## src/rtl/wb_reg_arbiter_if.sv

```systemverilog
// -----------------------------------------------------------------------------
// wb_reg_arbiter_if
//
// One Wishbone channel as used between a register-bank master and the shared
// register-bank slave port. The same interface type is used for the two master
// channels and for the slave channel of wb_reg_arbiter.
//
// Signals (direction given for the master modport):
//   adr       out  ADDRWIDTH  address
//   cyc       out  1          bus cycle
//   stb       out  1          strobe
//   we        out  1          write enable
//   byte_stb  out  4          byte enables
//   dat_w     out  DATAWIDTH  write data (master to slave)
//   dat_r     in   DATAWIDTH  read data (slave to master)
//   ack       in   1          acknowledge
// -----------------------------------------------------------------------------
interface wb_reg_arbiter_if #(
    parameter int unsigned ADDRWIDTH = 7,
    parameter int unsigned DATAWIDTH = 32
);
    logic [ADDRWIDTH-1:0] adr;
    logic                 cyc;
    logic                 stb;
    logic                 we;
    logic [3:0]           byte_stb;
    logic [DATAWIDTH-1:0] dat_w;
    logic [DATAWIDTH-1:0] dat_r;
    logic                 ack;

    modport master (
        output adr, cyc, stb, we, byte_stb, dat_w,
        input  dat_r, ack
    );

    modport slave (
        input  adr, cyc, stb, we, byte_stb, dat_w,
        output dat_r, ack
    );
endinterface

```

## src/rtl/wb_reg_arbiter.sv

```systemverilog
// -----------------------------------------------------------------------------
// wb_reg_arbiter
//
// Two-master Wishbone arbiter in front of the FPGA register bank. Master 0 is
// the AHB-to-FPGA bridge, master 1 the FPGA-side sequencer. One transfer is
// granted at a time; simultaneous requests are resolved round-robin.
//
// Optional feature (macro WB_REG_ARB_TIMEOUT_EN): a watchdog that terminates a
// granted transfer the slave never acknowledges, returning ERR_VALUE to the
// master with an ACK and pulsing Timeout_o. Without the macro a grant waits
// indefinitely for the slave ACK or a master abort, and Timeout_o is tied 0.
//
// Ports:
//   WBs_CLK_i   in   1   clock
//   WBs_RST_i   in   1   asynchronous active-high reset
//   m0_bus      wb_reg_arbiter_if.slave   master 0 channel
//   m1_bus      wb_reg_arbiter_if.slave   master 1 channel
//   s_bus       wb_reg_arbiter_if.master  register-bank slave channel
//   Grant_o     out  2   one-hot current grant, 2'b00 when idle
//   Timeout_o   out  1   one-cycle pulse on a watchdog termination
//
// Parameters:
//   ADDRWIDTH, DATAWIDTH  bus widths (must match the interface instances)
//   TIMEOUT_CYC           granted cycles without ACK before the watchdog fires
//   ERR_VALUE             read data returned on a watchdog termination
// -----------------------------------------------------------------------------
module wb_reg_arbiter #(
    parameter int unsigned          ADDRWIDTH   = 7,
    parameter int unsigned          DATAWIDTH   = 32,
    parameter logic [7:0]           TIMEOUT_CYC = 8'd255,
    parameter logic [DATAWIDTH-1:0] ERR_VALUE   = 32'hDEAD_DEAD
) (
    input  logic                    WBs_CLK_i,
    input  logic                    WBs_RST_i,
    wb_reg_arbiter_if.slave         m0_bus,
    wb_reg_arbiter_if.slave         m1_bus,
    wb_reg_arbiter_if.master        s_bus,
    output logic [1:0]              Grant_o,
    output logic                    Timeout_o
);

    // State encoding is one-hot on the grant so a decoded grant is trivial.
    typedef enum logic [1:0] {
        ST_IDLE = 2'b00,
        ST_GNT0 = 2'b01,
        ST_GNT1 = 2'b10
    } state_e;

    state_e state_q;
    state_e state_d;
    logic   last_gnt_q;      // master granted most recently (1 after reset)
    logic   last_gnt_d;

    logic   req0_s;
    logic   req1_s;
    logic   sel_cyc_s;       // CYC of the currently granted master
    logic   timeout_fire_s;  // watchdog terminates the current transfer
    logic   xfer_end_s;      // current grant finishes this cycle

    logic [ADDRWIDTH-1:0] s_adr_s;
    logic                 s_cyc_s;
    logic                 s_stb_s;
    logic                 s_we_s;
    logic [3:0]           s_byte_stb_s;
    logic [DATAWIDTH-1:0] s_dat_s;
    logic                 m0_ack_s;
    logic [DATAWIDTH-1:0] m0_dat_s;
    logic                 m1_ack_s;
    logic [DATAWIDTH-1:0] m1_dat_s;

    assign req0_s = m0_bus.cyc & m0_bus.stb;
    assign req1_s = m1_bus.cyc & m1_bus.stb;

    // Select the CYC line of whichever master currently holds the grant.
    always_comb begin
        sel_cyc_s = 1'b0;
        case (state_q)
            ST_GNT0: sel_cyc_s = m0_bus.cyc;
            ST_GNT1: sel_cyc_s = m1_bus.cyc;
            default: sel_cyc_s = 1'b0;
        endcase
    end

`ifdef WB_REG_ARB_TIMEOUT_EN
    logic [7:0] wdog_q;
    logic [7:0] wdog_d;

    // Watchdog count: held at zero while idle so every grant starts from 0,
    // then counts granted cycles that see no slave ACK.
    always_comb begin
        wdog_d = wdog_q;
        if (state_q == ST_IDLE) begin
            wdog_d = 8'd0;
        end else if (!s_bus.ack) begin
            wdog_d = wdog_q + 8'd1;
        end else begin
            wdog_d = wdog_q;
        end
    end

    // Watchdog counter register.
    always_ff @(posedge WBs_CLK_i or posedge WBs_RST_i) begin
        if (WBs_RST_i) begin
            wdog_q <= 8'd0;
        end else begin
            wdog_q <= wdog_d;
        end
    end

    // Fires on the TIMEOUT_CYC-th granted cycle; a coincident slave ACK wins,
    // and a master that has already dropped CYC is treated as an abort.
    assign timeout_fire_s = (state_q != ST_IDLE) & sel_cyc_s & ~s_bus.ack
                          & (wdog_q == (TIMEOUT_CYC - 8'd1));
`else
    assign timeout_fire_s = 1'b0;
`endif

    assign xfer_end_s = s_bus.ack | ~sel_cyc_s | timeout_fire_s;

    // State register and round-robin pointer.
    always_ff @(posedge WBs_CLK_i or posedge WBs_RST_i) begin
        if (WBs_RST_i) begin
            state_q    <= ST_IDLE;
            last_gnt_q <= 1'b1;
        end else begin
            state_q    <= state_d;
            last_gnt_q <= last_gnt_d;
        end
    end

    // Next-state logic: arbitrate in IDLE, release the grant after one
    // transfer (ACK), an abort (CYC low) or a watchdog termination.
    always_comb begin
        state_d    = state_q;
        last_gnt_d = last_gnt_q;
        case (state_q)
            ST_IDLE: begin
                if (req0_s && req1_s) begin
                    // Tie: the master not served last goes first.
                    if (last_gnt_q) begin
                        state_d = ST_GNT0;
                    end else begin
                        state_d = ST_GNT1;
                    end
                end else if (req0_s) begin
                    state_d = ST_GNT0;
                end else if (req1_s) begin
                    state_d = ST_GNT1;
                end else begin
                    state_d = ST_IDLE;
                end
            end
            ST_GNT0: begin
                if (xfer_end_s) begin
                    state_d    = ST_IDLE;
                    last_gnt_d = 1'b0;
                end else begin
                    state_d    = ST_GNT0;
                end
            end
            ST_GNT1: begin
                if (xfer_end_s) begin
                    state_d    = ST_IDLE;
                    last_gnt_d = 1'b1;
                end else begin
                    state_d    = ST_GNT1;
                end
            end
            default: begin
                state_d    = ST_IDLE;
                last_gnt_d = last_gnt_q;
            end
        endcase
    end

    // Output routing: the granted master is connected straight through to the
    // slave; everything else is held at zero. A watchdog termination drops
    // the slave request and hands the master an ACK carrying ERR_VALUE.
    always_comb begin
        s_adr_s      = '0;
        s_cyc_s      = 1'b0;
        s_stb_s      = 1'b0;
        s_we_s       = 1'b0;
        s_byte_stb_s = 4'h0;
        s_dat_s      = '0;
        m0_ack_s     = 1'b0;
        m0_dat_s     = '0;
        m1_ack_s     = 1'b0;
        m1_dat_s     = '0;
        case (state_q)
            ST_GNT0: begin
                s_adr_s      = m0_bus.adr;
                s_cyc_s      = m0_bus.cyc & ~timeout_fire_s;
                s_stb_s      = m0_bus.stb & ~timeout_fire_s;
                s_we_s       = m0_bus.we;
                s_byte_stb_s = m0_bus.byte_stb;
                s_dat_s      = m0_bus.dat_w;
                m0_ack_s     = s_bus.ack | timeout_fire_s;
                m0_dat_s     = timeout_fire_s ? ERR_VALUE : s_bus.dat_r;
            end
            ST_GNT1: begin
                s_adr_s      = m1_bus.adr;
                s_cyc_s      = m1_bus.cyc & ~timeout_fire_s;
                s_stb_s      = m1_bus.stb & ~timeout_fire_s;
                s_we_s       = m1_bus.we;
                s_byte_stb_s = m1_bus.byte_stb;
                s_dat_s      = m1_bus.dat_w;
                m1_ack_s     = s_bus.ack | timeout_fire_s;
                m1_dat_s     = timeout_fire_s ? ERR_VALUE : s_bus.dat_r;
            end
            default: begin
                s_adr_s      = '0;
                s_cyc_s      = 1'b0;
                s_stb_s      = 1'b0;
                s_we_s       = 1'b0;
                s_byte_stb_s = 4'h0;
                s_dat_s      = '0;
                m0_ack_s     = 1'b0;
                m0_dat_s     = '0;
                m1_ack_s     = 1'b0;
                m1_dat_s     = '0;
            end
        endcase
    end

    assign s_bus.adr      = s_adr_s;
    assign s_bus.cyc      = s_cyc_s;
    assign s_bus.stb      = s_stb_s;
    assign s_bus.we       = s_we_s;
    assign s_bus.byte_stb = s_byte_stb_s;
    assign s_bus.dat_w    = s_dat_s;

    assign m0_bus.ack     = m0_ack_s;
    assign m0_bus.dat_r   = m0_dat_s;
    assign m1_bus.ack     = m1_ack_s;
    assign m1_bus.dat_r   = m1_dat_s;

    // Grant is decoded from the registered state; an illegal state reads idle.
    assign Grant_o   = {(state_q == ST_GNT1), (state_q == ST_GNT0)};
    assign Timeout_o = timeout_fire_s;

endmodule
```

## src/flat_wrapper.sv

```systemverilog
// flat-port wrapper written by rule: the top's interface ports become plain ports
module wb_reg_arbiter_flat 
#(
    parameter int unsigned          ADDRWIDTH   = 7,
    parameter int unsigned          DATAWIDTH   = 32,
    parameter logic [7:0]           TIMEOUT_CYC = 8'd255,
    parameter logic [DATAWIDTH-1:0] ERR_VALUE   = 32'hDEAD_DEAD
)
  (WBs_CLK_i, WBs_RST_i, Grant_o, Timeout_o, m0_bus_adr, m0_bus_cyc, m0_bus_stb, m0_bus_we, m0_bus_byte_stb, m0_bus_dat_w, m0_bus_dat_r, m0_bus_ack, m1_bus_adr, m1_bus_cyc, m1_bus_stb, m1_bus_we, m1_bus_byte_stb, m1_bus_dat_w, m1_bus_dat_r, m1_bus_ack, s_bus_adr, s_bus_cyc, s_bus_stb, s_bus_we, s_bus_byte_stb, s_bus_dat_w, s_bus_dat_r, s_bus_ack);
  wb_reg_arbiter_if #(.ADDRWIDTH(ADDRWIDTH), .DATAWIDTH(DATAWIDTH)) m0_bus_i ();
  wb_reg_arbiter_if #(.ADDRWIDTH(ADDRWIDTH), .DATAWIDTH(DATAWIDTH)) m1_bus_i ();
  wb_reg_arbiter_if #(.ADDRWIDTH(ADDRWIDTH), .DATAWIDTH(DATAWIDTH)) s_bus_i ();
  input  logic WBs_CLK_i;
  input  logic WBs_RST_i;
  output logic [1:0] Grant_o;
  output logic Timeout_o;
  input wire logic [$bits(m0_bus_i.adr)-1:0] m0_bus_adr;
  input wire logic [$bits(m0_bus_i.cyc)-1:0] m0_bus_cyc;
  input wire logic [$bits(m0_bus_i.stb)-1:0] m0_bus_stb;
  input wire logic [$bits(m0_bus_i.we)-1:0] m0_bus_we;
  input wire logic [$bits(m0_bus_i.byte_stb)-1:0] m0_bus_byte_stb;
  input wire logic [$bits(m0_bus_i.dat_w)-1:0] m0_bus_dat_w;
  output wire logic [$bits(m0_bus_i.dat_r)-1:0] m0_bus_dat_r;
  output wire logic [$bits(m0_bus_i.ack)-1:0] m0_bus_ack;
  input wire logic [$bits(m1_bus_i.adr)-1:0] m1_bus_adr;
  input wire logic [$bits(m1_bus_i.cyc)-1:0] m1_bus_cyc;
  input wire logic [$bits(m1_bus_i.stb)-1:0] m1_bus_stb;
  input wire logic [$bits(m1_bus_i.we)-1:0] m1_bus_we;
  input wire logic [$bits(m1_bus_i.byte_stb)-1:0] m1_bus_byte_stb;
  input wire logic [$bits(m1_bus_i.dat_w)-1:0] m1_bus_dat_w;
  output wire logic [$bits(m1_bus_i.dat_r)-1:0] m1_bus_dat_r;
  output wire logic [$bits(m1_bus_i.ack)-1:0] m1_bus_ack;
  output wire logic [$bits(s_bus_i.adr)-1:0] s_bus_adr;
  output wire logic [$bits(s_bus_i.cyc)-1:0] s_bus_cyc;
  output wire logic [$bits(s_bus_i.stb)-1:0] s_bus_stb;
  output wire logic [$bits(s_bus_i.we)-1:0] s_bus_we;
  output wire logic [$bits(s_bus_i.byte_stb)-1:0] s_bus_byte_stb;
  output wire logic [$bits(s_bus_i.dat_w)-1:0] s_bus_dat_w;
  input wire logic [$bits(s_bus_i.dat_r)-1:0] s_bus_dat_r;
  input wire logic [$bits(s_bus_i.ack)-1:0] s_bus_ack;
  assign m0_bus_i.adr = m0_bus_adr;
  assign m0_bus_i.cyc = m0_bus_cyc;
  assign m0_bus_i.stb = m0_bus_stb;
  assign m0_bus_i.we = m0_bus_we;
  assign m0_bus_i.byte_stb = m0_bus_byte_stb;
  assign m0_bus_i.dat_w = m0_bus_dat_w;
  assign m0_bus_dat_r = m0_bus_i.dat_r;
  assign m0_bus_ack = m0_bus_i.ack;
  assign m1_bus_i.adr = m1_bus_adr;
  assign m1_bus_i.cyc = m1_bus_cyc;
  assign m1_bus_i.stb = m1_bus_stb;
  assign m1_bus_i.we = m1_bus_we;
  assign m1_bus_i.byte_stb = m1_bus_byte_stb;
  assign m1_bus_i.dat_w = m1_bus_dat_w;
  assign m1_bus_dat_r = m1_bus_i.dat_r;
  assign m1_bus_ack = m1_bus_i.ack;
  assign s_bus_adr = s_bus_i.adr;
  assign s_bus_cyc = s_bus_i.cyc;
  assign s_bus_stb = s_bus_i.stb;
  assign s_bus_we = s_bus_i.we;
  assign s_bus_byte_stb = s_bus_i.byte_stb;
  assign s_bus_dat_w = s_bus_i.dat_w;
  assign s_bus_i.dat_r = s_bus_dat_r;
  assign s_bus_i.ack = s_bus_ack;
  wb_reg_arbiter #(.ADDRWIDTH(ADDRWIDTH), .DATAWIDTH(DATAWIDTH), .TIMEOUT_CYC(TIMEOUT_CYC), .ERR_VALUE(ERR_VALUE)) u_core (.WBs_CLK_i(WBs_CLK_i), .WBs_RST_i(WBs_RST_i), .m0_bus(m0_bus_i), .m1_bus(m1_bus_i), .s_bus(s_bus_i), .Grant_o(Grant_o), .Timeout_o(Timeout_o));
endmodule
```

## config.mk

```make
export PLATFORM = sky130hd
export DESIGN_NAME = wb_reg_arbiter_flat
export DESIGN_NICKNAME = d
export VERILOG_FILES = /design/src/rtl/wb_reg_arbiter_if.sv /design/src/rtl/wb_reg_arbiter.sv /design/src/flat_wrapper.sv
export SDC_FILE = /design/constraint.sdc
export NUM_CORES = 1
export LEC_CHECK = 0
export ABC_CLOCK_PERIOD_IN_PS = 3280
export BUFFER_PORTS_ARGS = -buffer_cell sky130_fd_sc_hd__buf_2
export CORE_AREA = 2 2 93 95
export CTS_CLUSTER_SIZE = 30
export DETAILED_ROUTE_END_ITERATION = 8
export DIE_AREA = 0 0 95 97
export PLACE_DENSITY_LB_ADDON = 0.08
export SYNTH_ARGS = -nofsm -noshare
export SYNTH_HDL_FRONTEND = slang
export SYNTH_SLANG_ARGS = --single-unit
export TNS_END_PERCENT = 30
```

## constraint.sdc

```tcl
create_clock -name WBs_CLK_i -period 3.28 [get_ports WBs_CLK_i]
set_clock_uncertainty 0.05 [all_clocks]
set_input_delay 0.164 -clock WBs_CLK_i [delete_from_list [all_inputs] [get_ports WBs_CLK_i]]
set_output_delay 0.164 -clock WBs_CLK_i [all_outputs]
set_load 0.02 [all_outputs]
```

* Word level (Yosys, flattened, before mapping)
Cells that the tools add are included.
** Word-level totals
- Logic and storage cells :: 34
- Flip-flop bits (word level) :: 3
- Input port bits :: 127
** Operators by class
- Reductions and logical operators :: 4
- Equality and inequality tests :: 4
- Multiplexer cells :: 20
- Bitwise logic cells :: 4
** Operators by type and width (count)
- two-way mux 32 bit :: 2
- one-hot mux 32 bit (2 select lines) :: 1
- one-hot mux 7 bit (2 select lines) :: 1
- two-way mux 2 bit :: 5
- one-hot mux 1 bit (2 select lines) :: 4
- one-hot mux 4 bit (2 select lines) :: 1
- one-hot mux 2 bit (3 select lines) :: 1
- two-way mux 1 bit :: 5
- != test 2 x 1 -> 1 bit, second input constant :: 2
- AND reduction 3 bit :: 1
- AND 1 bit :: 2
- == test 2 x 1 -> 1 bit, second input constant :: 1
- == test 2 bit, second input constant :: 1
- zero test 2 bit :: 1
- nonzero test 2 bit :: 1
- logical AND 1 bit :: 1
- NOT 1 bit :: 1
- OR 1 bit :: 1

* Logic depth before layout (Yosys ltp)
Gate-level depths: netlist of the first run.
- Word-level depth :: 6
- Gate-level depth with buffers :: 6
- Depth with buffers taken out :: 5

* Worst setup path before layout of the first run
No wires, ideal clock.
- Path kind :: reg2out
- Start point :: register u_core.state_q[1]
- End point :: output port s_bus_dat_w[10]
- Path buffers :: 2
- Stages on the path, launching flop included :: 7
- Data arrival time :: 1.588 ns
- Path slack :: 1.478 ns
- Required time :: 3.066 ns
- Path through :: dfrtp_1 inv_1 ha_1 buf_4 clkbuf_1 a22oi_1 nor2_1
** On the way
- Longest elaborated chain between the ends :: 2
** RTL lines
- start: declaration :: line wb_reg_arbiter.sv:49 : state_e state_q;
- start signal: assignment :: line wb_reg_arbiter.sv:126 : state_q <= state_d;
- == test 2 x 1 -> 1 bit
- net Grant_o[0] :: line flat_wrapper.sv:15 : output logic [1:0] Grant_o;
- one-hot mux 32 bit (2 select lines) :: line wb_reg_arbiter.sv:190 : case (state_q)
- end: declaration :: line flat_wrapper.sv:38 : output wire logic [$bits(s_bus_i.dat_w)-1:0] s_bus_dat_w;
The timed path passes the listed nets, and every way through them passes these cells.

* Worst setup path in the final report of the first run
- Start point :: register u_core.state_q[0]
- End point :: output port s_bus_dat_w[27]
** On the way
- Longest elaborated chain between the ends :: 2
** RTL lines (line)
- == test 2 bit / == test 2 x 1 -> 1 bit (equally long branches) :: wb_reg_arbiter.sv:190
- one-hot mux 32 bit (2 select lines) (*) :: wb_reg_arbiter.sv:190
Every way passes the cells marked *; elsewhere a longest branch is shown, timed or not.

==> impl_metrics.prom, run 1 <==
# TYPE chip_impl_metric gauge
chip_impl_info{name="status",value="completed"} 1
chip_impl_metric{name="design.die.area",unit="sq um"} 9220
chip_impl_metric{name="part_of_the_total_power_dissipated_in_the_clock_network",unit="%"} 15.9
chip_impl_metric{name="seq_power_share",unit="%"} 8.6
chip_impl_info{name="cts_tree",value="done"} 1
chip_impl_metric{name="synthXorXnorAreaFrac",unit="%"} 0
chip_impl_metric{name="place.port_buffers",unit=""} 240
chip_impl_metric{name="worst-path-max-fanout",unit=""} 40
chip_impl_metric{name="initialDrtViolationCount",unit=""} 67
chip_impl_info{name="worstPathCellList",value="inv_1, ha_2, buf_4, a22oi_1, nor2_1, buf_2"} 1
chip_impl_metric{name="place.gp.congestion",unit=""} 0.766
chip_impl_metric{name="fraction_of_layout_instances_using_a_drive_strength_above_1",unit="%"} 58.4
chip_impl_metric{name="postSynth.asyncResetShare",unit="%"} 100
chip_impl_metric{name="grt_pass1_wl",unit="microns"} 10500
chip_impl_metric{name="achievable-frequency",unit="GHz"} 0.440
chip_impl_metric{name="ys_ff_latch",unit=""} 3
chip_impl_metric{name="wire_per_inst",unit="microns"} 13.6
chip_impl_metric{name="clk_path_buf_depth",unit=""} 2
chip_impl_metric{name="synth_mux_area_share",unit="%"} 0
chip_impl_metric{name="synth_nets",unit=""} 338
chip_impl_metric{name="leakagePower",unit="nW"} 1.60
chip_impl_metric{name="grt_antenna_before_repair",unit=""} 2
chip_impl_metric{name="critical_path_arrival",unit="ns"} 2.06
chip_impl_metric{name="numCtsBuffers",unit=""} 3
chip_impl_metric{name="timing.setup.tns",unit="ns"} 0
chip_impl_info{name="synthFlopType",value="sky130_fd_sc_hd__dfrtp_1"} 1
chip_impl_metric{name="post_synth_num_cell_types",unit=""} 24
chip_impl_info{name="synth_commonest_cells",value="sky130_fd_sc_hd__and2_1, sky130_fd_sc_hd__nor2_1, sky130_fd_sc_hd__a22oi_1, sky130_fd_sc_hd__clkbuf_1, sky130_fd_sc_hd__buf_2"} 1
chip_impl_metric{name="power.share.switching",unit="%"} 49.7
chip_impl_metric{name="internal_power",unit="uW"} 335
chip_impl_metric{name="drc",unit=""} 0
chip_impl_info{name="synth_top_family_by_area",value="simple AND/OR/NAND/NOR gates"} 1
chip_impl_metric{name="area_growth",unit="%"} 105
chip_impl_metric{name="worstSkewPairLatency",unit="ns"} 0.21
chip_impl_metric{name="die-width",unit="microns"} 95
chip_impl_metric{name="power_switching",unit="uW"} 331
chip_impl_info{name="crit_path_top_delay_cell",value="sky130_fd_sc_hd__ha_2"} 1
chip_impl_metric{name="combPwrFrac",unit="%"} 75.5
chip_impl_metric{name="seq_area_frac_synth",unit="%"} 5.92
chip_impl_metric{name="worstPathRequired",unit="ns"} 3.07
chip_impl_metric{name="cts.clk_slew.worst_paths",unit="ns"} 0.03
chip_impl_info{name="min_path_type",value="input pin to flop"} 1
chip_impl_metric{name="clock_sink_count",unit=""} 3
chip_impl_metric{name="ant_nets",unit=""} 0
chip_impl_metric{name="synth.cell_area",unit="sq um"} 1290
chip_impl_metric{name="synth_warnings",unit=""} 0
chip_impl_metric{name="design.portCount",unit=""} 242
chip_impl_info{name="rsz0062_at_grt",value="false"} 1
chip_impl_metric{name="route.vias.total",unit=""} 2345
chip_impl_metric{name="min_period_over_period",unit="%"} 69.2
chip_impl_metric{name="number_of_enable_type_register_cells_in_the_synthesized_netlist",unit=""} 0
chip_impl_metric{name="post_cts_buffers",unit=""} 0
chip_impl_metric{name="yosys.area_share.adder",unit="%"} 3.88
chip_impl_info{name="category_of_the_critical_setup_timing_path",value="flop to output pin"} 1
chip_impl_metric{name="drt_pre_antenna_iters",unit=""} 4
chip_impl_metric{name="finalWorstSetupSlack",unit="ns"} 1.01
chip_impl_metric{name="die_height",unit="microns"} 97
chip_impl_metric{name="synth_cells",unit=""} 207
chip_impl_metric{name="critical-path-max-stage-delay",unit="ns"} 0.66
chip_impl_metric{name="routed_wl",unit="microns"} 7320
chip_impl_metric{name="finalHoldViolations",unit=""} 0
chip_impl_metric{name="fillCellCount",unit=""} 930
chip_impl_metric{name="ratio_of_total_power_to_cell_area",unit="nW/um^2"} 252
chip_impl_metric{name="worst-slew-pin-transition",unit="ns"} 0.717
chip_impl_metric{name="multiInputGateArea",unit="sq um"} 1090
chip_impl_metric{name="timing.max_slew.rel_slack",unit="%"} 52.2
chip_impl_metric{name="synth_compound_area_share",unit="%"} 30.8
chip_impl_info{name="yosysTopAreaCell",value="sky130_fd_sc_hd__and2_1"} 1
chip_impl_metric{name="dp.final_hpwl",unit="microns"} 6070
chip_impl_info{name="critPathLaunchType",value="flop"} 1
chip_impl_metric{name="final-max-slew-violation-count",unit=""} 0
chip_impl_metric{name="final_global_route_overflow_total",unit=""} 0
chip_impl_info{name="yosysMostFrequentCell",value="sky130_fd_sc_hd__and2_1"} 1
chip_impl_metric{name="timing.final.setup_violations",unit=""} 0
chip_impl_info{name="ctsRootBufferMaster",value="sky130_fd_sc_hd__clkbuf_8"} 1
chip_impl_metric{name="maximum_number_of_pins_on_one_net_before_global_route_repair",unit=""} 41
chip_impl_metric{name="synth_area_per_cell",unit="sq um"} 6.23
chip_impl_info{name="critical_path.endpoint_type",value="output pin"} 1
chip_impl_metric{name="vias_in_the_first_global_route",unit=""} 2269
chip_impl_metric{name="groute.usage.overall",unit="%"} 14.2
chip_impl_metric{name="fin_nets",unit=""} 565
chip_impl_metric{name="maxCapViolations",unit=""} 0
chip_impl_metric{name="cts-htree-levels",unit=""} 1
chip_impl_metric{name="viasPerCell",unit=""} 4.34
chip_impl_metric{name="pre_cts_slack",unit="ns"} 1.17
chip_impl_metric{name="ir_worst_vdd",unit="V"} 0.0000950
chip_impl_metric{name="synth_largest_type_area_fraction",unit="%"} 32.0
chip_impl_metric{name="time_the_final_worst_path_needs_with_i_o_delays_and_setup",unit="ns"} 2.27
chip_impl_metric{name="placement_rows",unit=""} 33
chip_impl_metric{name="regArea",unit="sq um"} 76.3
chip_impl_info{name="synth.area.top_cells",value="sky130_fd_sc_hd__and2_1, sky130_fd_sc_hd__a22oi_1, sky130_fd_sc_hd__nor2_1, sky130_fd_sc_hd__dfrtp_1, sky130_fd_sc_hd__ha_1"} 1
chip_impl_metric{name="core_region_area",unit="sq um"} 8130
chip_impl_metric{name="post_synth_and_or_nand_nor_area_fraction",unit="%"} 48.9
chip_impl_metric{name="initial_utilization",unit="%"} 15.9
==> power groups by stage <==
stage / clock (mW) / combinational (mW) / sequential [mW]
floorplan: 0 / 0.305 / 0.0557
finish: 0.106 / 0.503 / 0.0574
detailed placement: 0 / 0.510 / 0.0573
CTS: 0.109 / 0.513 / 0.0571
global route: 0.114 / 0.554 / 0.0587
global placement: 0 / 0.510 / 0.0577
==> cells by family (layout without fill, tap and decap cells) <==
group	Yosys count	count (layout)
adder cells (fa/ha/maj)	4	4
buffers and inverters	29	255
AO/OA/AOI/OAI	51	51
AND/OR/NAND/NOR	119	119
flip-flops	3	3
other	1	3
==> cell type report <==
| type | instances | area share, % |
|---|---|---|
| diodes | 2 | 0.189 |
| clock buffers | 4 | 1.71 |
| inverters | 4 | 0.568 |
| multi-input cells | 175 | 41.2 |
| flip-flops and latches | 3 | 2.89 |
| well taps | 105 | 4.97 |
| repair buffers | 247 | 48.5 |
==> timing repair <==
action | 4_1_cts | 5_1_grt
resized for setup | 0 | 0
hold endpoints to repair | 3 | 0
hold buffers | 1 | 0
setup endpoints to repair | 0 | 0
==> placed cells by master, fill, tap and decap left out, types with 2 or more instances in the layout <==
cell type                    n
sky130_fd_sc_hd__a22oi_1    45
sky130_fd_sc_hd__clkbuf_8    3
sky130_fd_sc_hd__ha_1        2
sky130_fd_sc_hd__diode_2     2
sky130_fd_sc_hd__nand2_1     2
sky130_fd_sc_hd__nor2_1     46
sky130_fd_sc_hd__ha_2        2
sky130_fd_sc_hd__and2_1     66
sky130_fd_sc_hd__dfrtp_1     2
sky130_fd_sc_hd__buf_4       4
sky130_fd_sc_hd__inv_1       4
sky130_fd_sc_hd__buf_12      2
sky130_fd_sc_hd__buf_2     240
==> critical path: cells and delay by family (launching register included) <==
| family | cells | cell delay [ns] |
|---|---|---|
| AND/OR/NAND/NOR | 1 | 0.11 |
| AO/OA/AOI/OAI | 1 | 0.11 |
| buffers and inverters | 3 | 0.57 |
| adder cells (fa/ha/maj) | 1 | 0.66 |
| flip-flops | 1 | 0.39 |
==> through the flow <==
| step | hold slack [ns] | cells | power (mW) | area (sq um) | util (%) |
|---|---|---|---|---|---|
| global placement | -0.00773 | 533 | 0.567 | 2580 | 31.7 |
| floorplan | -0.133 | 207 | 0.360 | 1290 | - |
| global route | 0.194 | 539 | 0.727 | 2640 | 32.4 |
| detailed placement | -0.00707 | 533 | 0.567 | 2580 | 31.7 |
| finish | 0.178 | 540 | 0.666 | 2640 | 32.5 |
| CTS | 0.172 | 538 | 0.680 | 2640 | 32.4 |
==> registers in the layout (all words and copies together), names as in the netlist <==
signal,count
u_core.state_q,2
u_core.last_gnt_q,1
==> worst paths after layout <==
kind | slack, ns | depth (start not counted) | startpoint | endpoint
setup reg to reg | 1.30 | 5 | u_core.state_q[0] | u_core.state_q[0]
hold / removal | 0.18 | 2 | s_bus_ack | u_core.state_q[1]
min in group asynchronous | 0.32 | 3 | WBs_RST_i | u_core.state_q[0]
setup / recovery | 1.01 | 6 | u_core.state_q[0] | s_bus_dat_w[27]
max in group asynchronous | 2.65 | 3 | WBs_RST_i | u_core.last_gnt_q
hold reg to reg | 0.47 | 1 | u_core.last_gnt_q | u_core.last_gnt_q
==> routing by layer <==
metal | GRT usage, % | share of wire (%)
met3 | 2.65 | 9.9
met5 | 0 | 0
met4 | 3.46 | 1.4
met2 | 27.2 | 50
met1 | 15.6 | 39
No activity file was read; power rests on OpenSTA's default activity.
==> run 2, diff against run 1 <==
--- a/config.mk
+++ b/config.mk
@@ -5,12 +5,13 @@
 export SDC_FILE = /design/constraint.sdc
 export NUM_CORES = 1
 export LEC_CHECK = 0
-export ABC_CLOCK_PERIOD_IN_PS = 3280
+export ABC_AREA = 1
+export ABC_CLOCK_PERIOD_IN_PS = 1900
 export BUFFER_PORTS_ARGS = -buffer_cell sky130_fd_sc_hd__buf_2
-export CORE_AREA = 2 2 93 95
+export CORE_AREA = 2 2 94 96
 export CTS_CLUSTER_SIZE = 30
 export DETAILED_ROUTE_END_ITERATION = 8
-export DIE_AREA = 0 0 95 97
+export DIE_AREA = 0 0 96 98
 export PLACE_DENSITY_LB_ADDON = 0.08
 export SYNTH_ARGS = -nofsm -noshare
 export SYNTH_HDL_FRONTEND = slang
==> constraint.sdc (replaced) <==
create_clock -name WBs_CLK_i -period 1.9 [get_ports WBs_CLK_i]
set_clock_uncertainty 0.05 [all_clocks]
set_input_delay 0.095 -clock WBs_CLK_i [delete_from_list [all_inputs] [get_ports WBs_CLK_i]]
set_output_delay 0.095 -clock WBs_CLK_i [all_outputs]
set_load 0.02 [all_outputs]
==> run 2 against run 1 <==
Effect of this change:
- critical path depth is the same
- critical endpoint is now s_bus_byte_stb[3]
- die area increased by 2.1%
- setup slack got worse by 0.89 ns
- global-route usage fell by 0.71 points
- sequential cell count is the same
- via count increased by 14%
- utilization increased by 3.5 points
- final area grew 15%
- total power rose by 60%
- largest cell class unchanged
- first-iteration DRC count fell by 51%
- non-clock buffer count up 2
- sequential power is 45% higher
==> impl_metrics.prom, run 2 <==
# TYPE chip_impl_metric gauge
chip_impl_metric{name="pre_cts_slack",unit="ns"} 0.209
chip_impl_metric{name="yosys.area_share.adder",unit="%"} 3.07
chip_impl_info{name="critical_path.endpoint_type",value="output pin"} 1
chip_impl_metric{name="fraction_of_layout_instances_using_a_drive_strength_above_1",unit="%"} 54.2
chip_impl_info{name="category_of_the_critical_setup_timing_path",value="flop to output pin"} 1
chip_impl_metric{name="worstSkewPairLatency",unit="ns"} 0.22
chip_impl_metric{name="groute.layer.met2.usage",unit="%"} 26.3
chip_impl_metric{name="largest_reg_flops",unit=""} 2
chip_impl_metric{name="die-width",unit="microns"} 96
chip_impl_info{name="worstPathCellList",value="inv_1, ha_4, inv_6, buf_12, a21oi_1, buf_2"} 1
chip_impl_metric{name="core_region_area",unit="sq um"} 8470
chip_impl_metric{name="critical_path_arrival",unit="ns"} 1.63
chip_impl_info{name="layout.cells.most_common_list",value="sky130_fd_sc_hd__buf_2, sky130_fd_sc_hd__nand2_1, sky130_fd_sc_hd__inv_1"} 1
chip_impl_metric{name="critical-path-max-stage-delay",unit="ns"} 0.39
chip_impl_metric{name="ys_ff_latch",unit=""} 3
chip_impl_info{name="rsz0062_at_grt",value="false"} 1
chip_impl_info{name="grt_busiest_layer",value="met2"} 1
chip_impl_metric{name="initialDrtViolationCount",unit=""} 33
chip_impl_metric{name="synthXorXnorAreaFrac",unit="%"} 0
chip_impl_metric{name="synth_area_per_cell",unit="sq um"} 5.01
chip_impl_metric{name="leakagePower",unit="nW"} 2.15
chip_impl_info{name="min_path_type",value="input pin to flop"} 1
chip_impl_metric{name="placement_rows",unit=""} 34
chip_impl_metric{name="synth_nets",unit=""} 456
chip_impl_metric{name="ratio_of_total_power_to_cell_area",unit="nW/um^2"} 350
chip_impl_metric{name="fin_nets",unit=""} 686
chip_impl_metric{name="final-max-slew-violation-count",unit=""} 0
chip_impl_metric{name="design.die.area",unit="sq um"} 9410
chip_impl_metric{name="min_period_over_period",unit="%"} 93.6
chip_impl_metric{name="design_area",unit="sq um"} 3050
chip_impl_metric{name="timing.setup.tns",unit="ns"} 0
chip_impl_metric{name="numCtsBuffers",unit=""} 3
chip_impl_info{name="cpLargestDelayFamily",value="buffers and inverters"} 1
chip_impl_metric{name="clock_sink_count",unit=""} 3
chip_impl_metric{name="seq_area_frac_synth",unit="%"} 4.69
chip_impl_info{name="crit_path_top_delay_cell",value="sky130_fd_sc_hd__dfrtp_1"} 1
chip_impl_info{name="yosysMostFrequentCell",value="sky130_fd_sc_hd__nand2_1"} 1
chip_impl_metric{name="postSynth.asyncResetShare",unit="%"} 100
chip_impl_metric{name="maxCapViolations",unit=""} 0
chip_impl_metric{name="clk_path_buf_depth",unit=""} 2
chip_impl_metric{name="maximum_number_of_pins_on_one_net_before_global_route_repair",unit=""} 49
chip_impl_metric{name="synth_largest_type_area_fraction",unit="%"} 37.6
chip_impl_metric{name="synth_cells",unit=""} 325
chip_impl_info{name="most_common_cell_after_layout_fill_and_taps_aside",value="sky130_fd_sc_hd__buf_2"} 1
chip_impl_info{name="yosysTopAreaCell",value="sky130_fd_sc_hd__nand2_1"} 1
chip_impl_info{name="ctsRootBufferMaster",value="sky130_fd_sc_hd__clkbuf_8"} 1
chip_impl_metric{name="post_synth_and_or_nand_nor_area_fraction",unit="%"} 40.8
chip_impl_metric{name="buffer_and_inverter_count_on_the_worst_path",unit=""} 4
chip_impl_metric{name="fin_util",unit="%"} 36.0
chip_impl_metric{name="cts.clk_slew.worst_paths",unit="ns"} 0.03
chip_impl_metric{name="place.port_buffers",unit=""} 240
chip_impl_info{name="largest-register",value="u_core.state_q"} 1
chip_impl_metric{name="groute.usage.overall",unit="%"} 13.5
chip_impl_metric{name="r2r_setup_slack",unit="ns"} 0.37
chip_impl_metric{name="route.vias.total",unit=""} 2664
chip_impl_metric{name="routed_wl",unit="microns"} 7100
chip_impl_metric{name="number_of_enable_type_register_cells_in_the_synthesized_netlist",unit=""} 0
chip_impl_info{name="synth_top_family_by_area",value="simple AND/OR/NAND/NOR gates"} 1
chip_impl_metric{name="post_synth_num_cell_types",unit=""} 18
chip_impl_info{name="synth.area.top_cells",value="sky130_fd_sc_hd__nand2_1, sky130_fd_sc_hd__a21oi_2, sky130_fd_sc_hd__inv_1, sky130_fd_sc_hd__buf_2, sky130_fd_sc_hd__buf_6"} 1
chip_impl_metric{name="place.gp.congestion",unit=""} 0.799
chip_impl_metric{name="initial_utilization",unit="%"} 19.2
chip_impl_info{name="critPathLaunchType",value="flop"} 1
chip_impl_metric{name="achievable-frequency",unit="GHz"} 0.562
chip_impl_metric{name="ant_nets",unit=""} 0
chip_impl_metric{name="synth.cell_area",unit="sq um"} 1630
chip_impl_metric{name="synth_warnings",unit=""} 0
chip_impl_metric{name="gr_util_met1",unit="%"} 14.5
chip_impl_metric{name="dp.final_hpwl",unit="microns"} 5820
chip_impl_metric{name="finalWorstSetupSlack",unit="ns"} 0.121
chip_impl_metric{name="drt_pre_antenna_iters",unit=""} 4
chip_impl_info{name="status",value="completed"} 1
chip_impl_metric{name="design.portCount",unit=""} 242
chip_impl_metric{name="time_the_final_worst_path_needs_with_i_o_delays_and_setup",unit="ns"} 1.78
chip_impl_info{name="top_regs",value="u_core.state_q: 2 flops, u_core.last_gnt_q: 1 flops"} 1
chip_impl_metric{name="worst-path-max-fanout",unit=""} 18
chip_impl_metric{name="wire_per_inst",unit="microns"} 10.7
chip_impl_metric{name="grt_antenna_before_repair",unit=""} 1
chip_impl_metric{name="die_height",unit="microns"} 98
chip_impl_metric{name="ir_worst_vdd",unit="V"} 0.000140
chip_impl_metric{name="synth_compound_area_share",unit="%"} 24.3
chip_impl_metric{name="cts-htree-levels",unit=""} 1
chip_impl_metric{name="worstPathRequired",unit="ns"} 1.75
chip_impl_metric{name="viasPerCell",unit=""} 4.02
chip_impl_info{name="synth_commonest_cells",value="sky130_fd_sc_hd__nand2_1, sky130_fd_sc_hd__inv_1, sky130_fd_sc_hd__a21oi_2, sky130_fd_sc_hd__buf_2, sky130_fd_sc_hd__a21oi_1"} 1
chip_impl_metric{name="area_growth",unit="%"} 87.2
chip_impl_metric{name="synth_mux_area_share",unit="%"} 0
chip_impl_metric{name="finalHoldViolations",unit=""} 0
chip_impl_info{name="synthFlopType",value="sky130_fd_sc_hd__dfrtp_1"} 1
chip_impl_info{name="cts_tree",value="done"} 1
chip_impl_metric{name="place_area",unit="sq um"} 2920
chip_impl_metric{name="grt_pass1_wl",unit="microns"} 10400
chip_impl_metric{name="drc",unit=""} 0
chip_impl_metric{name="timing.final.setup_violations",unit=""} 0
chip_impl_metric{name="grt_met3_use",unit="%"} 3.01
chip_impl_metric{name="vias_in_the_first_global_route",unit=""} 2241
chip_impl_metric{name="final_global_route_overflow_total",unit=""} 0
chip_impl_metric{name="total_power",unit="mW"} 1.07
run 2: cell count changes after synthesis, sizes merged, moves of 13 or more:
cell    change
a22oi      -46
inv        +68
and2       -66
clkbuf     -13
nor2       -44
nand2     +163
a21oi      +47
run 2: stage by stage:
step / hold slack (ns) / instances
3_5_place_dp: -0.0724 / 655
5_1_grt: 0.228 / 663
6_report: 0.177 / 663
2_1_floorplan: -0.202 / 325
3_3_place_gp: -0.0827 / 655
4_1_cts: 0.179 / 660
run 2: repair_timing:
| item | in CTS | in global routing |
|---|---|---|
| resized for setup | 1 | 5 |
| cloned | 0 | 1 |
| hold buffers | 1 | 0 |
| setup buffers | 0 | 1 |
| endpoints found under the setup margin | 23 | 47 |
| endpoints found under the hold margin | 3 | 0 |
| pin swaps | 0 | 0 |
run 2: cell families after synthesis:
group	Yosys count
compound gates	49
flops	3
simple gates	172
buf+inv	96
other cells	1
fa+ha+maj	4
run 2: worst paths after layout:
| check | startpoint | end | depth (start not counted) |
|---|---|---|---|
| setup / recovery | u_core.state_q[1] | s_bus_byte_stb[3] | 6 |
| hold / removal | m0_bus_stb | u_core.state_q[1] | 4 |
| hold reg to reg | u_core.last_gnt_q | u_core.last_gnt_q | 2 |
| setup reg to reg | u_core.state_q[1] | u_core.state_q[0] | 7 |
| max in group asynchronous | WBs_RST_i | u_core.last_gnt_q | 3 |
| min in group asynchronous | WBs_RST_i | u_core.state_q[1] | 3 |
run 2: area by class of cell:
cell class                      instances  area (sq um)
Inverter                               72           275
Multi-Input combinational cell        226          1150
Antenna cell                            1          2.50
Tap cell                              108           135
Clock buffer                            4          45.0
Sequential cell                         3          76.3
Timing Repair Buffer                  249          1360
Fill cell                             969          5420
run 2: routing by layer:
layer / part of all wire [%] / wire length [microns] / vias to the layer above
li1: - / - / 1401
met1: 36 / 2580 / 1117
met2: 52 / 3690 / 143
met3: 11 / 810 / 3
met4: 0.32 / 23 / 0
met5: 0 / 0 / -
run 2: power by group:
part	internal (mW)	switching [mW]
combinational	0.308	0.485
sequential	0.0752	0.00813
clock	0.144	0.0476
total	0.527	0.541
run 2: worst min-delay path: stages:
cell	delay, ns
sky130_fd_sc_hd__buf_2	0.11
sky130_fd_sc_hd__nand3_1	0.07
sky130_fd_sc_hd__nand2_1	0.06
sky130_fd_sc_hd__a21oi_1	0.06
==> run 3, diff against run 2 <==
--- a/config.mk
+++ b/config.mk
@@ -5,7 +5,6 @@
 export SDC_FILE = /design/constraint.sdc
 export NUM_CORES = 1
 export LEC_CHECK = 0
-export ABC_AREA = 1
 export ABC_CLOCK_PERIOD_IN_PS = 1900
 export BUFFER_PORTS_ARGS = -buffer_cell sky130_fd_sc_hd__buf_2
 export CORE_AREA = 2 2 94 96
@@ -13,6 +12,7 @@
 export DETAILED_ROUTE_END_ITERATION = 8
 export DIE_AREA = 0 0 96 98
 export PLACE_DENSITY_LB_ADDON = 0.08
+export SLEW_MARGIN = 20
 export SYNTH_ARGS = -nofsm -noshare
 export SYNTH_HDL_FRONTEND = slang
 export SYNTH_SLANG_ARGS = --single-unit
==> run 3 against run 2 <==
Effect of this change:
- register-to-register slack got worse by 0.05 ns
- count of clock-buffer cells in the layout unchanged
- largest cell class unchanged
- global-route usage about the same
- total power increased by 14%
- first-iteration DRC count increased by 58%
- highest routed layer unchanged
- die area unchanged
- setup slack got worse by 0.013 ns
- sequential cell count unchanged
- sequential power increased by 18%
- largest power group unchanged
==> impl_metrics.prom, run 3 (synthesis results as in run 1) <==
# TYPE chip_impl_metric gauge
chip_impl_info{name="status",value="completed"} 1
chip_impl_metric{name="critical-path-max-stage-delay",unit="ns"} 0.36
chip_impl_metric{name="achievable-frequency",unit="GHz"} 0.558
chip_impl_metric{name="clk_path_buf_depth",unit=""} 2
chip_impl_metric{name="area_growth",unit="%"} 113
chip_impl_metric{name="worstSkewPairLatency",unit="ns"} 0.21
chip_impl_metric{name="vias_in_the_first_global_route",unit=""} 2159
chip_impl_metric{name="finalHoldViolations",unit=""} 0
chip_impl_info{name="top_regs",value="u_core.state_q: 2 flops, u_core.last_gnt_q: 1 flops"} 1
chip_impl_metric{name="initial_utilization",unit="%"} 15.2
chip_impl_info{name="cts_tree",value="done"} 1
chip_impl_info{name="largest-register",value="u_core.state_q"} 1
chip_impl_info{name="critPathLaunchType",value="flop"} 1
chip_impl_info{name="crit_path_top_delay_cell",value="sky130_fd_sc_hd__dfrtp_1"} 1
chip_impl_metric{name="pre_cts_slack",unit="ns"} 0.193
chip_impl_metric{name="route.vias.total",unit=""} 2310
chip_impl_metric{name="ratio_of_total_power_to_cell_area",unit="nW/um^2"} 444
chip_impl_metric{name="grt_antenna_before_repair",unit=""} 0
chip_impl_metric{name="fillCellCount",unit=""} 973
chip_impl_metric{name="drc",unit=""} 0
chip_impl_metric{name="initialDrtViolationCount",unit=""} 52
chip_impl_metric{name="design.die.area",unit="sq um"} 9410
chip_impl_metric{name="numPlacedInstances",unit=""} 539
chip_impl_metric{name="cts-htree-levels",unit=""} 1
chip_impl_metric{name="final_global_route_overflow_total",unit=""} 0
chip_impl_metric{name="ant_nets",unit=""} 0
chip_impl_metric{name="worst_hold_slack",unit="ns"} 0.129
chip_impl_info{name="layout.cells.most_common_list",value="sky130_fd_sc_hd__buf_2, sky130_fd_sc_hd__and2_1, sky130_fd_sc_hd__nor2_1"} 1
chip_impl_metric{name="largest_reg_flops",unit=""} 2
chip_impl_metric{name="timing.final.setup_violations",unit=""} 0
chip_impl_metric{name="critical_path_arrival",unit="ns"} 1.65
chip_impl_metric{name="maxCapViolations",unit=""} 0
chip_impl_metric{name="placement_rows",unit=""} 34
chip_impl_metric{name="total_power",unit="mW"} 1.22
chip_impl_metric{name="maximum_number_of_pins_on_one_net_before_global_route_repair",unit=""} 34
chip_impl_metric{name="time_the_final_worst_path_needs_with_i_o_delays_and_setup",unit="ns"} 1.79
chip_impl_metric{name="fin_nets",unit=""} 570
chip_impl_metric{name="viasPerCell",unit=""} 4.23
chip_impl_metric{name="finalWorstSetupSlack",unit="ns"} 0.108
chip_impl_metric{name="final-max-slew-violation-count",unit=""} 0
chip_impl_metric{name="die-width",unit="microns"} 96
chip_impl_metric{name="worst-path-max-fanout",unit=""} 19
chip_impl_metric{name="dp.final_hpwl",unit="microns"} 5740
chip_impl_metric{name="place.port_buffers",unit=""} 240
chip_impl_metric{name="grt_pass1_wl",unit="microns"} 10300
chip_impl_metric{name="worstPathRequired",unit="ns"} 1.75
chip_impl_metric{name="place.gp.congestion",unit=""} 0.727
chip_impl_metric{name="core_region_area",unit="sq um"} 8470
chip_impl_metric{name="wire_per_inst",unit="microns"} 12.8
chip_impl_metric{name="leakagePower",unit="nW"} 1.64
chip_impl_metric{name="die_height",unit="microns"} 98
chip_impl_info{name="ctsRootBufferMaster",value="sky130_fd_sc_hd__clkbuf_8"} 1
chip_impl_metric{name="drt_pre_antenna_iters",unit=""} 4
chip_impl_metric{name="routed_wl",unit="microns"} 6960
chip_impl_metric{name="fin_util",unit="%"} 32.5
chip_impl_metric{name="numCtsBuffers",unit=""} 3
chip_impl_info{name="critical_path.endpoint_type",value="output pin"} 1
chip_impl_metric{name="clock_sink_count",unit=""} 3
chip_impl_metric{name="ir_worst_vdd",unit="V"} 0.000172
chip_impl_metric{name="design.portCount",unit=""} 242
chip_impl_info{name="most_common_cell_after_layout_fill_and_taps_aside",value="sky130_fd_sc_hd__buf_2"} 1
chip_impl_metric{name="num_antenna_cells",unit=""} 0
chip_impl_metric{name="fraction_of_layout_instances_using_a_drive_strength_above_1",unit="%"} 59.4
chip_impl_info{name="worstPathCellList",value="inv_1, ha_2, buf_4, a22oi_1, nor2_1, buf_2"} 1
chip_impl_info{name="min_path_type",value="input pin to flop"} 1
chip_impl_metric{name="groute.usage.overall",unit="%"} 13.5
chip_impl_metric{name="min_period_over_period",unit="%"} 94.3
chip_impl_info{name="rsz0062_at_grt",value="true"} 1
chip_impl_metric{name="cts.clk_slew.worst_paths",unit="ns"} 0.03
chip_impl_info{name="category_of_the_critical_setup_timing_path",value="flop to output pin"} 1
chip_impl_metric{name="final_cells",unit=""} 546
[run 3: cell types whose count changed in the layout (fill, tap and decap cells not counted), sizes merged, moves of 2 or more]
| cell | previous run | this run |
|---|---|---|
| a21oi | 48 | 1 |
| inv | 72 | 3 |
| nand2 | 165 | 2 |
| and2 | 0 | 66 |
| a22oi | 0 | 46 |
| nand4 | 2 | 0 |
| nand3 | 3 | 1 |
| buf | 247 | 251 |
| nor2 | 2 | 46 |
[run 3: per-stage QoR]
| step | setup TNS [ns] | instance area, sq um |
|---|---|---|
| after global placement | 0 | 2650 |
| after CTS | 0 | 2700 |
| after detailed placement | 0 | 2650 |
| after global routing | -0.0466 | 2750 |
| final | 0 | 2750 |
| after floorplan | 0 | 1290 |
[run 3: what timing repair did]
item                                    CTS  global route
hold endpoints to repair                  3             0
resized for setup                         1             5
endpoints found under the setup margin   23            44
hold buffers                              1             0
buffers inserted                          0             2
pin swaps                                 0             1
[run 3: path summary, 6_finish.rpt]
| kind | from | to | slack, ns | depth (start not counted) |
|---|---|---|---|---|
| max | u_core.state_q[1] | s_bus_dat_w[28] | 0.11 | 6 |
| min | s_bus_ack | u_core.state_q[1] | 0.13 | 2 |
| max reg2reg | u_core.state_q[0] | u_core.state_q[0] | 0.32 | 5 |
| min reg2reg | u_core.last_gnt_q | u_core.last_gnt_q | 0.48 | 1 |
| max in group asynchronous | WBs_RST_i | u_core.last_gnt_q | 1.35 | 3 |
| min in group asynchronous | WBs_RST_i | u_core.state_q[1] | 0.24 | 3 |
[run 3: area by class of cell]
| type | instances | area, sq um | area share, % |
|---|---|---|---|
| inverters | 4 | 18.8 | 0.683 |
| clock buffers | 4 | 45.0 | 1.64 |
| repair buffers | 252 | 1360 | 49.6 |
| multi-input cells | 175 | 1110 | 40.4 |
| well taps | 108 | 135 | 4.92 |
| flip-flops and latches | 3 | 76.3 | 2.78 |
[run 3: power breakdown]
group,switching [mW],total (mW),internal [mW],leakage [nW]
logic,0.536,0.940,0.404,1.58
clock network,0.0392,0.182,0.143,0.0228
registers,0.0113,0.0983,0.0870,0.0372
total,0.587,1.22,0.634,1.64
[run 3: layer usage]
layer / vias up / part of all wire (%) / GRT usage, %
li1: 1164 / - / -
met1: 1007 / 38 / 15.2
met2: 137 / 52 / 26.0
met3: 2 / 9.5 / 1.93
met4: 0 / 0.36 / 2.64
met5: - / 0 / 0
[run 3: worst max-delay path: cells and delay by family (launching register included)]
family | cells | cell delay, ns
DFF | 1 | 0.36
adders and majority gates | 1 | 0.32
AOI/OAI and AO/OA | 1 | 0.11
buffers and inverters | 3 | 0.53
and+or+nand+nor | 1 | 0.10
